==> src/rtl/seq_detect_pkg.sv <==
// Shared types and default sizes for the serial pattern-detect arbiter.
package seq_detect_pkg;

    localparam int DEF_WORD_W = 8;
    localparam int DEF_PAT_W  = 4;
    localparam int DEF_CNT_W  = 4;

    typedef enum logic [1:0] {
        IDLE   = 2'd0,
        SHIFT  = 2'd1,
        REPORT = 2'd2
    } state_t;

endpackage

==> src/rtl/seq_match_core.sv <==
// Serial pattern matcher: shifts one bit per enabled cycle into a history
// register and counts overlapping matches, saturating at all-ones.
module seq_match_core
    import seq_detect_pkg::*;
#(
    parameter int PAT_W = DEF_PAT_W,
    parameter int CNT_W = DEF_CNT_W
) (
    input  logic             i_clk,
    input  logic             i_rst,
    input  logic             i_clear,
    input  logic             i_shift_en,
    input  logic             i_bit,
    input  logic [PAT_W-1:0] i_pattern,
    output logic [CNT_W-1:0] o_count
);

    localparam int FILL_W = $clog2(PAT_W + 1);

    logic [PAT_W-1:0]  r_hist;
    logic [FILL_W-1:0] r_fill;
    logic [CNT_W-1:0]  r_count;
    logic [PAT_W:0]    w_ext;
    logic [PAT_W-1:0]  w_hist_next;
    logic [FILL_W-1:0] w_fill_next;
    logic              w_match;

    // Next history/fill level and match decision for the incoming bit;
    // the extended vector keeps PAT_W=1 legal.
    always_comb begin
        w_ext       = {r_hist, i_bit};
        w_hist_next = w_ext[PAT_W-1:0];
        w_fill_next = (r_fill == FILL_W'(PAT_W)) ? r_fill : r_fill + FILL_W'(1);
        w_match     = i_shift_en && (w_fill_next == FILL_W'(PAT_W))
                      && (w_hist_next == i_pattern);
    end

    // History, fill level and saturating match count; cleared at each word start.
    always_ff @(posedge i_clk or posedge i_rst) begin
        if (i_rst) begin
            r_hist  <= '0;
            r_fill  <= '0;
            r_count <= '0;
        end else if (i_clear) begin
            r_hist  <= '0;
            r_fill  <= '0;
            r_count <= '0;
        end else if (i_shift_en) begin
            r_hist <= w_hist_next;
            r_fill <= w_fill_next;
            if (w_match && (r_count != '1)) begin
                r_count <= r_count + CNT_W'(1);
            end
        end
    end

    assign o_count = r_count;

endmodule

==> src/rtl/seq_detect_arbiter.sv <==
// Two-requester arbiter feeding a serial pattern matcher.
// Define SEQ_ARB_FIXED_PRIO_EN for fixed priority (requester 0 always wins);
// the default build uses round-robin between simultaneous requests.
//
// state  | meaning
// IDLE   | accept pattern load or grant one requester
// SHIFT  | feed the captured word MSB first, one bit per cycle
// REPORT | hold result until res_ready
module seq_detect_arbiter
    import seq_detect_pkg::*;
#(
    parameter int WORD_W = DEF_WORD_W,
    parameter int PAT_W  = DEF_PAT_W,
    parameter int CNT_W  = DEF_CNT_W
) (
    input  logic              Clk,
    input  logic              rst,
    input  logic              req0_valid,
    input  logic [WORD_W-1:0] req0_data,
    output logic              req0_ready,
    input  logic              req1_valid,
    input  logic [WORD_W-1:0] req1_data,
    output logic              req1_ready,
    input  logic [PAT_W-1:0]  pattern_in,
    input  logic              pattern_load,
    output logic              busy,
    output logic              res_valid,
    output logic              res_id,
    output logic [CNT_W-1:0]  res_count,
    input  logic              res_ready
);

    localparam int BCNT_W = $clog2(WORD_W + 1);

    state_t             r_state;
    state_t             w_state_next;
    logic [WORD_W-1:0]  r_word;
    logic [BCNT_W-1:0]  r_bit_cnt;
    logic [PAT_W-1:0]   r_pattern;
    logic               r_id;
    logic               w_grant;
    logic               w_load;
    logic               w_shift_en;
    logic               w_win_id;
    logic               w_any_valid;
    logic [CNT_W-1:0]   w_count;
`ifndef SEQ_ARB_FIXED_PRIO_EN
    logic               r_prio;
`endif

    // Pick the winner among the offered requests.
    always_comb begin
        w_any_valid = req0_valid | req1_valid;
`ifdef SEQ_ARB_FIXED_PRIO_EN
        w_win_id = ~req0_valid;
`else
        w_win_id = (req0_valid && req1_valid) ? r_prio : ~req0_valid;
`endif
    end

    // State register.
    always_ff @(posedge Clk or posedge rst) begin
        if (rst) begin
            r_state <= IDLE;
        end else begin
            r_state <= w_state_next;
        end
    end

    // Next state and strobes; ready is masked during reset so outputs read 0.
    always_comb begin
        w_state_next = r_state;
        w_grant      = 1'b0;
        w_load       = 1'b0;
        w_shift_en   = 1'b0;
        req0_ready   = 1'b0;
        req1_ready   = 1'b0;
        case (r_state)
            IDLE: begin
                if (!rst) begin
                    if (pattern_load) begin
                        w_load = 1'b1;
                    end else if (w_any_valid) begin
                        w_grant      = 1'b1;
                        req0_ready   = ~w_win_id;
                        req1_ready   = w_win_id;
                        w_state_next = SHIFT;
                    end
                end
            end
            SHIFT: begin
                w_shift_en = 1'b1;
                if (r_bit_cnt == '0) begin
                    w_state_next = REPORT;
                end
            end
            REPORT: begin
                if (res_ready) begin
                    w_state_next = IDLE;
                end
            end
            default: w_state_next = IDLE;
        endcase
    end

    // Pattern register, word capture/shift, bit down-counter and arbitration history.
    always_ff @(posedge Clk or posedge rst) begin
        if (rst) begin
            r_word    <= '0;
            r_bit_cnt <= '0;
            r_pattern <= '0;
            r_id      <= 1'b0;
`ifndef SEQ_ARB_FIXED_PRIO_EN
            r_prio    <= 1'b0;
`endif
        end else begin
            if (w_load) begin
                r_pattern <= pattern_in;
            end
            if (w_grant) begin
                r_word    <= w_win_id ? req1_data : req0_data;
                r_bit_cnt <= BCNT_W'(WORD_W - 1);
                r_id      <= w_win_id;
`ifndef SEQ_ARB_FIXED_PRIO_EN
                r_prio    <= ~w_win_id;
`endif
            end else if (w_shift_en) begin
                r_word    <= r_word << 1;
                r_bit_cnt <= r_bit_cnt - BCNT_W'(1);
            end
        end
    end

    seq_match_core #(
        .PAT_W (PAT_W),
        .CNT_W (CNT_W)
    ) u_match (
        .i_clk      (Clk),
        .i_rst      (rst),
        .i_clear    (w_grant),
        .i_shift_en (w_shift_en),
        .i_bit      (r_word[WORD_W-1]),
        .i_pattern  (r_pattern),
        .o_count    (w_count)
    );

    assign busy      = (r_state != IDLE);
    assign res_valid = (r_state == REPORT);
    assign res_id    = r_id;
    assign res_count = w_count;

endmodule

==> config.mk <==
export PLATFORM = sky130hd
export DESIGN_NAME = seq_detect_arbiter
export DESIGN_NICKNAME = d
export VERILOG_FILES = /design/src/rtl/seq_detect_pkg.sv /design/src/rtl/seq_match_core.sv /design/src/rtl/seq_detect_arbiter.sv
export SDC_FILE = /design/constraint.sdc
export NUM_CORES = 1
export LEC_CHECK = 0
export CORE_MARGIN = 5
export CORE_UTILIZATION = 54
export CTS_CLUSTER_SIZE = 30
export DETAILED_ROUTE_END_ITERATION = 8
export PLACE_DENSITY = 0.84
export SLEW_MARGIN = 20
export SYNTH_ARGS = -nofsm -noshare
export SYNTH_HDL_FRONTEND = slang
export SYNTH_HIERARCHICAL = 1
export SYNTH_SLANG_ARGS = --single-unit
export TNS_END_PERCENT = 10
==> constraint.sdc <==
create_clock -name Clk -period 4 [get_ports Clk]
set_input_delay 0.8 -clock Clk [delete_from_list [all_inputs] [get_ports Clk]]
set_output_delay 0.8 -clock Clk [all_outputs]
set_load 0.005 [all_outputs]
* Word-level counts from Yosys, hierarchy flattened
Cells that the tools add are included.
W data, S select, Z words.
** Word-level totals
- Bits in registers :: 30
- Word-level logic and storage cells :: 73
** Cells by class
- Add/sub/neg operators :: 3
- Equal/unequal tests :: 11
- Multiplexer cells :: 36
- Bitwise operators :: 3
- Reduce and logical (&&, ||, !) cells :: 11
** Operator list (count)
- $mux W8 :: 3
- $mux W4 :: 5
- $mux W1 :: 17
- $mux W3 :: 5
- $mux W2 :: 5
- $ne A2 B2 Y1 const B :: 4
- $eq A3 B3 Y1 const B :: 2
- $pmux W2 S3 :: 1
- $reduce_bool A2 Y1 :: 3
- $reduce_and A5 Y1 :: 1
- $add A4 B1 Y4 const B :: 1
- $eq A4 B4 Y1 :: 1
- $logic_and A1 B1 Y1 :: 4
- $logic_not A4 Y1 :: 1
- $ne A4 B4 Y1 const B :: 1
- $sub A4 B1 Y4 const B :: 1
- $add A3 B1 Y3 const B :: 1
- $eq A2 B1 Y1 const B :: 1
- $eq A2 B2 Y1 const B :: 1
- $logic_not A2 Y1 :: 1
- $ne A2 B1 Y1 const B :: 1
- $not A1 Y1 :: 2
- $reduce_and A2 Y1 :: 1
- $or A1 B1 Y1 :: 1

* Logic depth before layout (Yosys ltp)
Gate-level depths: netlist (run 1).
- Depth after elaboration :: 9
- Depth in mapped cells :: 9
- Mapped depth without buffers :: 6

* By module
Netlist (run 1), hierarchy kept.
** Modules (own cells, without submodules)
- seq_detect_arbiter :: instances 1, cells each 87, area an instance 1024.7 um^2, seq. area each 500.5 um^2
- seq_match_core :: instances 1, cells each 61, area an instance 606.8 um^2, seq. area each 250.2 um^2

* Worst setup path before layout (run 1)
Ideal clock, no wire load.
- Path type :: in2out
- Start :: in rst
- End :: out req0_ready
- Arrival time :: 1.830 ns
- Path slack :: 1.370 ns
- Cell stages on the path :: 4
- Cells stage by stage :: or3_1 > or3_4 > inv_2 > and2_1
** Between the ends
- Cells in the longest elaborated chain, start to end :: 2
** RTL lines
- start: declaration :: line seq_detect_arbiter.sv:17 : input logic rst,
- $mux W1 :: line seq_detect_arbiter.sv:80 : if (!rst) begin
- $mux W1 :: line seq_detect_arbiter.sv:78 : case (r_state)
- end: declaration :: line seq_detect_arbiter.sv:20 : output logic req0_ready,
Every way passes these cells.

* Final worst setup path (run 1)
Ends and elaborated chain as after synthesis.

==> flow_metrics.py, run 1 <==
metrics = {
    "run_status": {
        "status": "complete, no violations",
    },
    "route": {
        "routed_wl_um": 3310,
        "route.antenna.remaining_nets": 0,
        "first_pass_iters": 4,
        "num_vias": 1205,
        "post_drt_via_cell_ratio": 5.50,
        "first_iter_violations": 73,
        "wl_per_cell_um": 15.1,
        "post-route-drc-count": 0,
    },
    "worst_setup_path": {
        "worstPathRequired_ns": 3.20,
        "crit_top_cell": "clkdlybuf4s50_1",
        "worstReg2RegStart": "r_state[1]",
        "worstPathBufferInverterCount": 3,
        "path_max_fanout": 12,
        "cpMaxStageDelayCell": "clkdlybuf4s50_1",
        "worst-path-stages": 6,
        "worst_setup_path_end_kind": "output pin",
        "timing.critical_path.cells": "clkdlybuf4s50_1 -> or3_1 -> or3_4 -> inv_2 -> and2_1 -> clkdlybuf4s50_1",
        "arrival_ns": 2.81,
        "crit_start": "rst",
        "start_kind": "input port",
        "r2r_slack_ns": 1.43,
        "cp_slowest_stage_delay_ns": 0.50,
        "crit_family": "buffers and inverters",
        "critPathKind": "in2out",
        "rr_worst_depth": 6,
    },
    "die": {
        "core_um2": 2980,
        "die_area_um2": 4220,
        "start_util_pct": 54.8,
        "rows": 20,
        "die_height_um": 65.0,
        "fp.dieW_um": 65.0,
        "pin_count": 35,
    },
    "yosys": {
        "synth_ff_type": "dfrtp_1",
        "yosys.area_share.xor_xnor_pct": 3.76,
        "yosysTopAreaCell": "dfrtp_1",
        "synth_cell_type_count": 39,
        "ys_warn_count": 6,
        "synthArstFlopShare_pct": 100,
        "syn-num-nets": 178,
        "synthCells": 148,
        "synthAdderAreaFrac_pct": 3.07,
        "synthMuxAreaShare_pct": 22.2,
        "synth_compound_area_share_pct": 5.75,
        "synth_top_family_by_area": "multiplexers",
        "netlist.area_leader.share_pct": 46.0,
        "synth_area_leaders": "dfrtp_1 (46%), mux2i_1 (18%), mux2_2 (3.5%)",
        "synth_edf_count": 0,
        "ys_ff_latch": 30,
        "synth_seq_area_share_pct": 46.0,
        "synth_area_um2": 1630,
        "yosys.area_share.simple_pct": 14.3,
        "avgSynthCellArea_um2": 11.0,
    },
    "timing": {
        "rsz0062_at_grt": "false",
        "tightestPinTransition_ns": 0.744,
        "max_slew_margin_pct": 50.4,
        "fmax_ghz": 0.277,
        "worst_slack_ns": 0.387,
        "fin_crit_sh_pct": 90.3,
        "setup_violations": 0,
        "min_period_ns": 3.61,
        "tns_ns": 0,
        "final_hold_viol_count": 0,
        "clock-skew-final_ns": 0.00301,
        "slew_violations": 0,
    },
    "clock_network": {
        "cts_max_path_buffers": 2,
        "postCtsResizedCells": 0,
        "hold_buffers": 0,
        "cts-root-buf": "clkbuf_4",
        "cts_sinks": 30,
        "clk_latency_ns": 0.33,
        "post_cts_buffers": 0,
        "cts.clk_slew.worst_paths_ns": 0.09,
        "cts_inserted_buffers": 5,
        "cts_max_level": 2,
        "cts_tree": "built",
    },
    "power": {
        "vdd_ir_drop_max_uv": 296,
        "p_leak_nw": 1.00,
        "p_per_area_nw_per_um2": 650,
        "total_power_w": 0.00135,
    },
    "placed_design": {
        "dp_hpwl_um": 2490,
        "dpl_cell_area_um2": 1990,
        "place_ws_ns": 0.389,
        "io_buffers": 34,
        "globalplace.congestion": 0.857,
    },
    "worst_hold_path": {
        "hold_depth": 1,
        "worstHoldPathType": "reg2reg",
        "holdCritStartpoint": "r_prio",
    },
    "grt": {
        "grt_pass1_wl_um": 5870,
        "grt_max_degree": 21,
        "grt_usage_pct": 18.2,
        "antenna_found_initial": 0,
        "overflow": 0,
        "grt_pass1_vias": 1360,
    },
    "finish": {
        "final_area_um2": 2070,
        "area_growth_pct": 26.8,
        "final_util_pct": 69.5,
        "nNetsFinal": 215,
        "n_antenna_cell": 0,
        "drive_gt1_share_pct": 11.3,
    },
    "flow_run": {
        "drv_cap": 0,
    },
}
==> metrics by stage <==
step           hold WS [ns]  instances
4_1_cts               0.537        219
6_report              0.537        219
3_5_place_dp          0.505        211
2_1_floorplan         0.477        148
3_3_place_gp          0.500        211
5_1_grt               0.553        219
==> cells by family after synthesis <==
logic type / after synthesis
AND/OR/NAND/NOR: 40
multiplexers: 35
flip-flops: 30
buffers and inverters: 18
AO/OA/AOI/OAI: 14
XOR/XNOR: 7
adder cells (fa/ha/maj): 4
==> flip-flops by register name, summed over array words and instances (netlist names) <==
| signal | flops |
|---|---|
| r_bit_cnt | 4 |
| r_pattern | 4 |
| r_prio | 1 |
| r_state | 2 |
| r_word | 8 |
| res_id | 1 |
| u_match/o_count | 4 |
| u_match/r_fill | 3 |
| u_match/r_hist | 3 |
==> path summary, 6_finish.rpt <==
path / to
setup / recovery: req0_ready
hold / removal: r_prio
setup reg to reg: u_match/o_count[0]
hold reg to reg: r_prio
max in group asynchronous: r_word[0]
min in group asynchronous: u_match/o_count[1]
==> per-layer routing <==
| layer | GRT usage, % | vias to the layer above | part of all wire [%] | wire [um] |
|---|---|---|---|---|
| li1 | - | 583 | - | - |
| met1 | 18.8 | 581 | 41 | 1370 |
| met2 | 32.6 | 35 | 51 | 1690 |
| met3 | 6.41 | 6 | 6.0 | 200 |
| met4 | 8.18 | 0 | 1.3 | 42 |
| met5 | 0 | - | 0 | 0 |
==> final cells by class <==
class | instances | area [um2]
clock inverter | 3 | 40.0
sequential | 30 | 751
fill | 221 | 908
timing repair buffer | 36 | 355
inverter | 12 | 45.0
multi-input combinational | 100 | 800
clock buffer | 5 | 37.5
tap | 33 | 41.3
==> placed cells by master (no fill, tap or decap), types with 2 or more instances in the layout <==
master	count
clkinv_2	2
inv_1	11
buf_4	2
clkdlybuf4s50_1	34
xnor2_1	5
mux2_2	5
or4_1	2
dfrtp_1	30
ha_1	4
or3_1	3
xor2_1	2
clkbuf_4	5
nand2b_1	3
o31ai_1	3
nand2_1	6
nor2_1	9
nor3_1	3
nor2b_1	3
mux2i_1	29
a21oi_1	5
==> where the power goes <==
part | total (W) | switching [W] | internal (W)
registers | 0.000520 | 0.0000904 | 0.000429
clock network | 0.000238 | 0.000109 | 0.000129
logic | 0.000588 | 0.000288 | 0.000300
total | 0.00135 | 0.000487 | 0.000859
==> Yosys cell counts (2+ instances only) <==
master and number:
nor2_1 9, mux2i_1 29, nand2_1 6, nor2b_1 3
clkbuf_1 2, nor3_1 3, nand2b_1 3, mux2_2 5
or3_1 3, inv_1 11, ha_1 4, or4_1 2
dfrtp_1 30, xnor2_1 5, xor2_1 2, buf_2 2
o31ai_1 3, a21oi_1 5
Power figures use the tool's default switching activity.
==> run 2, diff against run 1 <==
--- a/config.mk
+++ b/config.mk
@@ -5,6 +5,7 @@
 export SDC_FILE = /design/constraint.sdc
 export NUM_CORES = 1
 export LEC_CHECK = 0
+export ABC_AREA = 0
 export CORE_MARGIN = 5
 export CORE_UTILIZATION = 54
 export CTS_CLUSTER_SIZE = 30
==> results of run 2 <==
The final DEF is identical to that of run 1; final timing and power are the same.
